===== config.mk =====
export PLATFORM = sky130hd
export DESIGN_NAME = video_timing_rx
export DESIGN_NICKNAME = d
export VERILOG_FILES = /design/src/rtl/video_timing_rx.sv
export SDC_FILE = /design/constraint.sdc
export NUM_CORES = 1
export LEC_CHECK = 0
export CAP_MARGIN = 20
export CORE_UTILIZATION = 45
export CTS_CLUSTER_SIZE = 16
export DETAILED_ROUTE_END_ITERATION = 10
export SLEW_MARGIN = 5
export SYNTH_ARGS = -nofsm -noshare
export SYNTH_HDL_FRONTEND = slang
export SYNTH_SLANG_ARGS = --single-unit
export TNS_END_PERCENT = 10

===== constraint.sdc =====
create_clock -name clk_video -period 6.7 [get_ports clk_video]
set_clock_uncertainty 0.2 [all_clocks]
set_input_delay 1.675 -clock clk_video [delete_from_list [all_inputs] [get_ports clk_video]]
set_output_delay 1.675 -clock clk_video [all_outputs]
set_load 0.1 [all_outputs]

===== src/rtl/video_timing_rx.sv =====
// Measures incoming video timing (line/frame geometry, sync polarity) from a
// core's sync/blank outputs, tracks pixel position and reports a timing lock.
module video_timing_rx (
    input  logic        clk_video,
    input  logic        reset,
    input  logic        ce_pix,
    input  logic        hsync,
    input  logic        vsync,
    input  logic        hblank,
    input  logic        vblank,
    output logic [10:0] h_total,
    output logic [10:0] h_active,
    output logic [9:0]  v_total,
    output logic [9:0]  v_active,
    output logic        hs_pol,
    output logic        vs_pol,
    output logic [10:0] x,
    output logic [9:0]  y,
    output logic        de,
    output logic        locked,
    output logic        frame_start
);

    typedef enum logic [1:0] {SEARCH, CHECK, LOCKED} state_t;

    localparam logic [10:0] H_MAX = 11'h7FF;
    localparam logic [9:0]  V_MAX = 10'h3FF;
    localparam logic [11:0] T_MAX = 12'hFFF;

    function automatic logic [10:0] inc11(input logic [10:0] v);
        return (v == H_MAX) ? v : v + 11'd1;
    endfunction

    function automatic logic [9:0] inc10(input logic [9:0] v);
        return (v == V_MAX) ? v : v + 10'd1;
    endfunction

    logic        r_hb, r_vb, r_vpend, r_harmed, r_varmed;
    logic [10:0] r_hcnt, r_acnt, r_hs_hi, r_hs_lo;
    logic [9:0]  r_vcnt, r_vact, r_vs_hi, r_vs_lo;
    logic [11:0] r_tcnt;
    logic [10:0] r_snap_ht, r_snap_ha;
    logic [9:0]  r_snap_vt, r_snap_va;
    state_t      r_state, w_next;

    logic w_line_start, w_vfall, w_frame_start;
    logic w_h_valid, w_v_valid, w_f_valid, w_match, w_timeout;

    // Edges compare the live input against the previous ce_pix sample.
    assign w_line_start  = ce_pix & r_hb & ~hblank;
    assign w_vfall       = ce_pix & r_vb & ~vblank;
    assign w_frame_start = w_line_start & (r_vpend | w_vfall);
    assign w_h_valid     = r_harmed & (r_hcnt != H_MAX);
    assign w_v_valid     = r_varmed & (r_vcnt != V_MAX);
    assign w_f_valid     = w_h_valid & w_v_valid;
    assign w_match       = (r_hcnt == r_snap_ht) && (r_acnt == r_snap_ha) &&
                           (r_vcnt == r_snap_vt) && (r_vact == r_snap_va);
    assign w_timeout     = ce_pix & ~w_line_start & (r_tcnt == T_MAX);

    // NOTE: sequential state uses non-blocking assignments so every register
    // samples pre-edge values, independent of statement order.
    always_ff @(posedge clk_video) begin
        if (reset) begin
            r_hb <= 1'b0;  r_vb <= 1'b0;  r_vpend <= 1'b0;
            r_harmed <= 1'b0;  r_varmed <= 1'b0;
            r_hcnt <= '0;  r_acnt <= '0;  r_hs_hi <= '0;  r_hs_lo <= '0;
            r_vcnt <= '0;  r_vact <= '0;  r_vs_hi <= '0;  r_vs_lo <= '0;
            r_tcnt <= '0;
            r_snap_ht <= '0;  r_snap_ha <= '0;  r_snap_vt <= '0;  r_snap_va <= '0;
            h_total <= '0;  h_active <= '0;  v_total <= '0;  v_active <= '0;
            hs_pol <= 1'b0;  vs_pol <= 1'b0;
            x <= '0;  y <= '0;  de <= 1'b0;  frame_start <= 1'b0;
        end else begin
            frame_start <= w_frame_start;
            if (ce_pix) begin
                r_hb <= hblank;
                r_vb <= vblank;
                de   <= ~hblank & ~vblank;
                if (w_line_start) begin
                    r_harmed <= 1'b1;
                    r_hcnt   <= 11'd1;
                    r_acnt   <= 11'd1;
                    r_tcnt   <= '0;
                    r_hs_hi  <= {10'd0, hsync};
                    r_hs_lo  <= {10'd0, ~hsync};
                    r_vpend  <= 1'b0;
                    x        <= '0;
                    if (w_h_valid) begin
                        h_total  <= r_hcnt;
                        h_active <= r_acnt;
                    end
                    if (r_harmed) hs_pol <= (r_hs_hi < r_hs_lo);
                    if (w_frame_start) begin
                        r_varmed <= 1'b1;
                        r_vcnt   <= 10'd1;
                        r_vact   <= {9'd0, ~vblank};
                        r_vs_hi  <= {9'd0, vsync};
                        r_vs_lo  <= {9'd0, ~vsync};
                        y        <= '0;
                        if (w_v_valid) begin
                            v_total  <= r_vcnt;
                            v_active <= r_vact;
                        end
                        if (r_varmed) vs_pol <= (r_vs_hi < r_vs_lo);
                        // A matching frame reloads identical values, so no match test here.
                        if (w_f_valid && r_state != LOCKED) begin
                            r_snap_ht <= r_hcnt;
                            r_snap_ha <= r_acnt;
                            r_snap_vt <= r_vcnt;
                            r_snap_va <= r_vact;
                        end
                    end else begin
                        r_vcnt  <= inc10(r_vcnt);
                        r_vact  <= vblank ? r_vact : inc10(r_vact);
                        r_vs_hi <= vsync ? inc10(r_vs_hi) : r_vs_hi;
                        r_vs_lo <= vsync ? r_vs_lo : inc10(r_vs_lo);
                        y       <= inc10(y);
                    end
                end else begin
                    r_hcnt  <= inc11(r_hcnt);
                    r_acnt  <= hblank ? r_acnt : inc11(r_acnt);
                    x       <= hblank ? x : inc11(x);
                    r_hs_hi <= hsync ? inc11(r_hs_hi) : r_hs_hi;
                    r_hs_lo <= hsync ? r_hs_lo : inc11(r_hs_lo);
                    r_tcnt  <= (r_tcnt == T_MAX) ? r_tcnt : r_tcnt + 12'd1;
                    if (w_vfall) r_vpend <= 1'b1;
                end
            end
        end
    end

    always_ff @(posedge clk_video) begin
        if (reset) r_state <= SEARCH;
        else       r_state <= w_next;
    end

    // NOTE: w_next gets a default before the case so no path leaves it
    // unassigned, which would otherwise infer a latch.
    always_comb begin
        w_next = r_state;
        unique case (r_state)
            SEARCH: if (w_frame_start && w_f_valid) w_next = CHECK;
            CHECK: begin
                if (w_frame_start) begin
                    if (!w_f_valid)   w_next = SEARCH;
                    else if (w_match) w_next = LOCKED;
                end
            end
            LOCKED: begin
                if (w_line_start && (!w_h_valid || r_hcnt != r_snap_ht))
                    w_next = SEARCH;
                else if (w_frame_start && !(w_f_valid && w_match))
                    w_next = SEARCH;
            end
            default: w_next = SEARCH;
        endcase
        if (w_timeout) w_next = SEARCH;
    end

    always_comb begin
        locked = (r_state == LOCKED);
    end

endmodule


# Word level (Yosys, flattened, before mapping)
# Cells that the tools add are included.
# word_totals
ff_bits	212
in_bits	7
output_inout_bits	68
elab_cells	173
# classes
n_addsub	11
n_lt_le_gt_ge	2
n_eq_ne	40
mux	38
bitwise_logic	17
n_reduce_logical	36
# op_table
op	n
$mux 11	14
$mux 10	13
$add 11x1->11 const B	5
$eq 11x11->1 const B	5
$add 10x1->10 const B	5
$eq 10x10->1 const B	5
$ne 2x2->1 const B	14
$reduce_and 4->1	7
$reduce_and 3->1	9
$mux 12	2
$eq 11x11->1	2
$eq 10x10->1	2
$add 12x1->12 const B	1
$eq 12x12->1 const B	1
$mux 2	6
$and 1x1->1	11
$lt 11x11->1	1
$ne 11x11->1	1
$ne 11x11->1 const B	1
$lt 10x10->1	1
$ne 10x10->1 const B	1
$logic_and 1x1->1	8
$ne 2x1->1 const B	4
$reduce_and 2->1	4
13 further kinds	21

# Longest topological paths before layout
# depth
depth_word	10
mapped_depth	11
ltp_nobuf	7

# Worst setup path after synthesis
# OpenSTA, ideal clock, no wires.
# synth_timing
path_kind	input -> register
startpoint	input port ce_pix
endpoint	register y[7]
setup_ns	0.067
arrival_time_ns	3.088
required_time_ns	6.433
setup_slack_ns	3.345
stages	7
n_path_buf	2
path_cell_list	clkbuf_1 > nand3b_1 > clkbuf_1 > a41oi_1 > nand4_1 > xor2_1 > nor2_1
# synth_between
elab_chain_cells	6
word_cells_on_any_way	9
cone_classes	eq/ne (1); mux (1); bitwise (6); reduce/logical (1)
# synth_lines
element	line_no	text
start: declaration	6	input logic ce_pix,
$and 1x1->1 (2 in series)	51	assign w_vfall = ce_pix & r_vb & ~vblank;
$or 1x1->1	52	assign w_frame_start = w_line_start & (r_vpend | w_vfall);
$and 1x1->1	52	
$ne 2x2->1 (no line)	--	
$reduce_and 3->1 (no line)	--	
end signal: assignment	117	y <= inc10(y);
end: declaration	18	output logic [9:0] y,
# Parallel ways exist; a longest one is shown, timed or not.
# A chain may end at the register's enable or synchronous reset.

# Worst setup path in the final report
# layout_timing
startpoint	input port ce_pix
endpoint	register r_snap_vt[7]
# layout_between
elab_chain_cells	5
word_cells_on_any_way	7
cone_classes	bitwise (6); reduce/logical (1)
# layout_lines
element	line_no	text
$and 1x1->1 (2 in series)	51	
$or 1x1->1	52	
$and 1x1->1	52	
$reduce_and 4->1 (no line) (*)	--	
end signal: assignment	109	r_snap_vt <= r_vcnt;
end: declaration	43	logic [9:0] r_snap_vt, r_snap_va;
# Mark *: on every way between the ends. The rest lies on a longest branch, timed or not.

==> results.toml <==
[critical_path]
critical_path_class = "input pin to register"
beginning_of_the_worst_register_to_register_path = "r_hcnt[1]$_SDFFE_PP0P_"
timing.reg2reg.worst_path_depth = 7
r2r_setup_slack_ns = 3.79
worst_ep_required_time_ns = 6.85
worstSetupEndpointType = "register"
r2r-end = "r_snap_ha[9]$_SDFFE_PP0P_"
data_arrival_time_of_the_critical_path_ns = 4.56
start_kind = "input pin"
crit_fanout = 42

[routing]
routedWlPerCell_um = 15.15
route.final.wire_length_um = 23040
drtPass1Iterations = 5
drt_iter0_markers = 426
post_drt_via_cell_ratio = 5.304
num_vias = 8068
number_of_routed_nets_with_antenna_violations = 0
drcViolationCount = 0

[synth]
synth_enable_flop_cells = 0
synth_ff_type = "sky130_fd_sc_hd__dfxtp_1"
syn_inst = 1184
sequential_to_total_area_share_from_yosys_stat = 0.4359
netlist_area_mm2 = 0.009737
syn_nets = 1221
synth-async-reset-ratio = 0
per_instance_average_area_after_synthesis_um2 = 8.224
post_synth_num_cell_types = 61
ys.warnings.count = 0
synth_seq_cells = 212

[global_routing]
grt_antenna_before_repair = 0
grt_first_pass_wirelength_um = 38550
grt_usage = 0.2132
grt_start_max_net_pins = 97
aggregate_global_routing_overflow = 0
grt_pass1_vias = 7523

[sta]
timing.final.hold_violations = 0
max_clock_freq_mhz = 227.0
setup_violations = 0
shortest_clock_period_the_worst_path_allows_after_layout_ns = 4.405
unrepaired_setup_endpoints_after_global_routing = "false"
final_max_slew_viol_count = 0
setup_total_negative_slack_ns = 0
timing.max_slew.rel_slack = 0.3241
final_min_period_over_clock_period = 0.6574
worstMarginPinSlew_ns = 1.014

[clock_network]
clk_pin_slew_worst_setup_hold_paths_ns = 0.06
cts_num_sinks = 212
max-clock-path-buffers = 3
clk_tree_root_cell = "sky130_fd_sc_hd__clkbuf_16"
tritoncts = "done"
cts_resized = 0
cts-buffers-inserted = 24
clk-insertion-delay-late_ns = 0.51
postCtsSetupBuffers = 0
post_cts_hold_buffer_count = 0
h_tree_lvl_count = 1

[cells_and_area]
num_antenna_cells = 0
syn2layout_area_growth_pct = 16.17
layout.nets = 1265
final_cell_mix = "sky130_fd_sc_hd__dfxtp_1 (212), sky130_fd_sc_hd__nand2_1 (203), sky130_fd_sc_hd__nor2_1 (125), sky130_fd_sc_hd__a21oi_1 (123), sky130_fd_sc_hd__xnor2_1 (83)"
final_common_cell = "sky130_fd_sc_hd__dfxtp_1"
post_route_cells_drive_above_1_share = 0.04334

[pwr]
p_leak_nw = 3.748
total_power_mw = 2.608
peakVddDrop_v = 0.0002262
power_density_mw_per_mm2 = 230.6

[place]
hpwlAfterDp_um = 15650
gp_routability_congestion = 0.8013
port_buffers = 74

[worst_hold_path]
number_of_cells_traversed_by_the_worst_hold_path = 2
hold_class = "register to register"
timing.hold.worst_endpoint = "v_total[3]$_SDFFE_PP0P_"
holdCritStartpoint = "v_total[3]$_SDFFE_PP0P_"

[floorplanning]
floorplan.rows = 53
chipWidth_um = 149.1
fp.dieArea_mm2 = 0.02223
core_area_mm2 = 0.02109
initial_core_util = 0.4617
io-pin-count = 75
die_outline_height_um = 149.1

[status]
result_of_the_run = "finished, final reports clean"

[job]
max_capacitance_violation_total = 0
-- registers in the layout, indices dropped and copies added, names as in the netlist, 11 cells and up --
| register | flops |
|---|---|
| r_hs_lo | 11 |
| x | 11 |
| r_hcnt | 11 |
| r_acnt | 11 |
| r_snap_ha | 11 |
| r_hs_hi | 11 |
| h_active | 11 |
| r_tcnt | 12 |
| r_snap_ht | 11 |
| h_total | 11 |
-- cell families after synthesis --
group,after synthesis,synth area share
simple gates,509,0.2409
flops,212,0.4359
compound gates,210,0.1266
xor+xnor,116,0.1043
buf+inv,100,0.04639
fa+ha+maj,30,0.03855
mux,7,0.007325
-- cell type report --
cell class	instances	area, µm²
clock buffers	42	729.5
well taps	275	344.1
clock inverters	2	12.51
fillers	2026	9777
multi-input cells	872	5044
inverters	35	131.4
repair buffers	83	805.8
flip-flops and latches	212	4244
-- critical path, stage by stage --
cell                              delay [ns]
sky130_fd_sc_hd__clkdlybuf4s50_1        0.45
sky130_fd_sc_hd__buf_4                  0.26
sky130_fd_sc_hd__nor2b_1                0.33
sky130_fd_sc_hd__o2111ai_1              0.36
sky130_fd_sc_hd__nor2_1                 0.36
sky130_fd_sc_hd__nand3_2                0.73
sky130_fd_sc_hd__nand2_1                0.28
sky130_fd_sc_hd__a21oi_1                0.09
-- metal layers --
metal | global-route usage | vias up | wire, µm
met2 | 0.3435 | 143 | 10460
met1 | 0.3012 | 3765 | 11210
met3 | 0.02538 | 35 | 851
met4 | 0.05459 | 0 | 520
li1 | - | 4125 | -
met5 | 0 | - | 0
-- synth_stat cells, drive strengths merged (4+ instances only) --
cell / count / area (µm²)
a21oi: 123 / 615.6
xor2: 33 / 289.0
a21o: 7 / 52.55
nor3: 28 / 140.1
o21a: 4 / 30.03
clkbuf: 40 / 150.1
nand2b: 6 / 37.54
inv: 35 / 131.4
ha: 30 / 375.4
nor3b: 4 / 30.03
nand2: 204 / 765.7
xnor2: 83 / 727.0
and3: 8 / 55.05
buf: 25 / 170.2
nor2: 125 / 469.2
o21ai: 32 / 160.1
or3: 17 / 106.4
nand3: 47 / 240.2
a31oi: 5 / 31.28
dfxtp: 212 / 4244
a41oi: 6 / 60.06
mux2i: 6 / 60.06
o2111ai: 4 / 35.03
and4: 12 / 105.1
nand4: 37 / 237.7
a211oi: 8 / 60.06
-- worst max-delay path by stage --
stage | start | to | slack, ns | depth (start not counted)
global placement | ce_pix | r_snap_vt[8]$_SDFFE_PP0P_ | 1.85 | 8
detailed placement | ce_pix | r_snap_ha[6]$_SDFFE_PP0P_ | 1.76 | 8
finish | ce_pix | r_snap_vt[7]$_SDFFE_PP0P_ | 2.30 | 8
CTS | ce_pix | r_snap_ha[6]$_SDFFE_PP0P_ | 2.29 | 8
floorplan | ce_pix | y[7]$_SDFFE_PP0P_ | 3.34 | 7
global route | ce_pix | r_snap_vt[8]$_SDFFE_PP0P_ | 1.92 | 8
-- through the flow --
stage	setup WS [ns]	hold WS, ns	utilization	std cells	cell area, µm²
6_report	2.295	0.2516	0.5364	1521	11310
2_1_floorplan	3.345	0.2381	-	1184	9737
4_1_cts	2.287	0.2542	0.5364	1521	11310
3_3_place_gp	1.854	0.2422	0.5012	1477	10570
3_5_place_dp	1.755	0.2461	0.5012	1477	10570
5_1_grt	1.919	0.2717	0.5364	1521	11310
-- power by group --
part           switching [mW]  leakage [nW]  total, mW  internal, mW
registers              0.0120          1.71       1.28          1.27
logic                  0.0598          1.68     0.0854        0.0256
clock network           0.510         0.356       1.24         0.732
total                   0.582          3.75       2.61          2.03
Power figures use the tool's default switching activity.
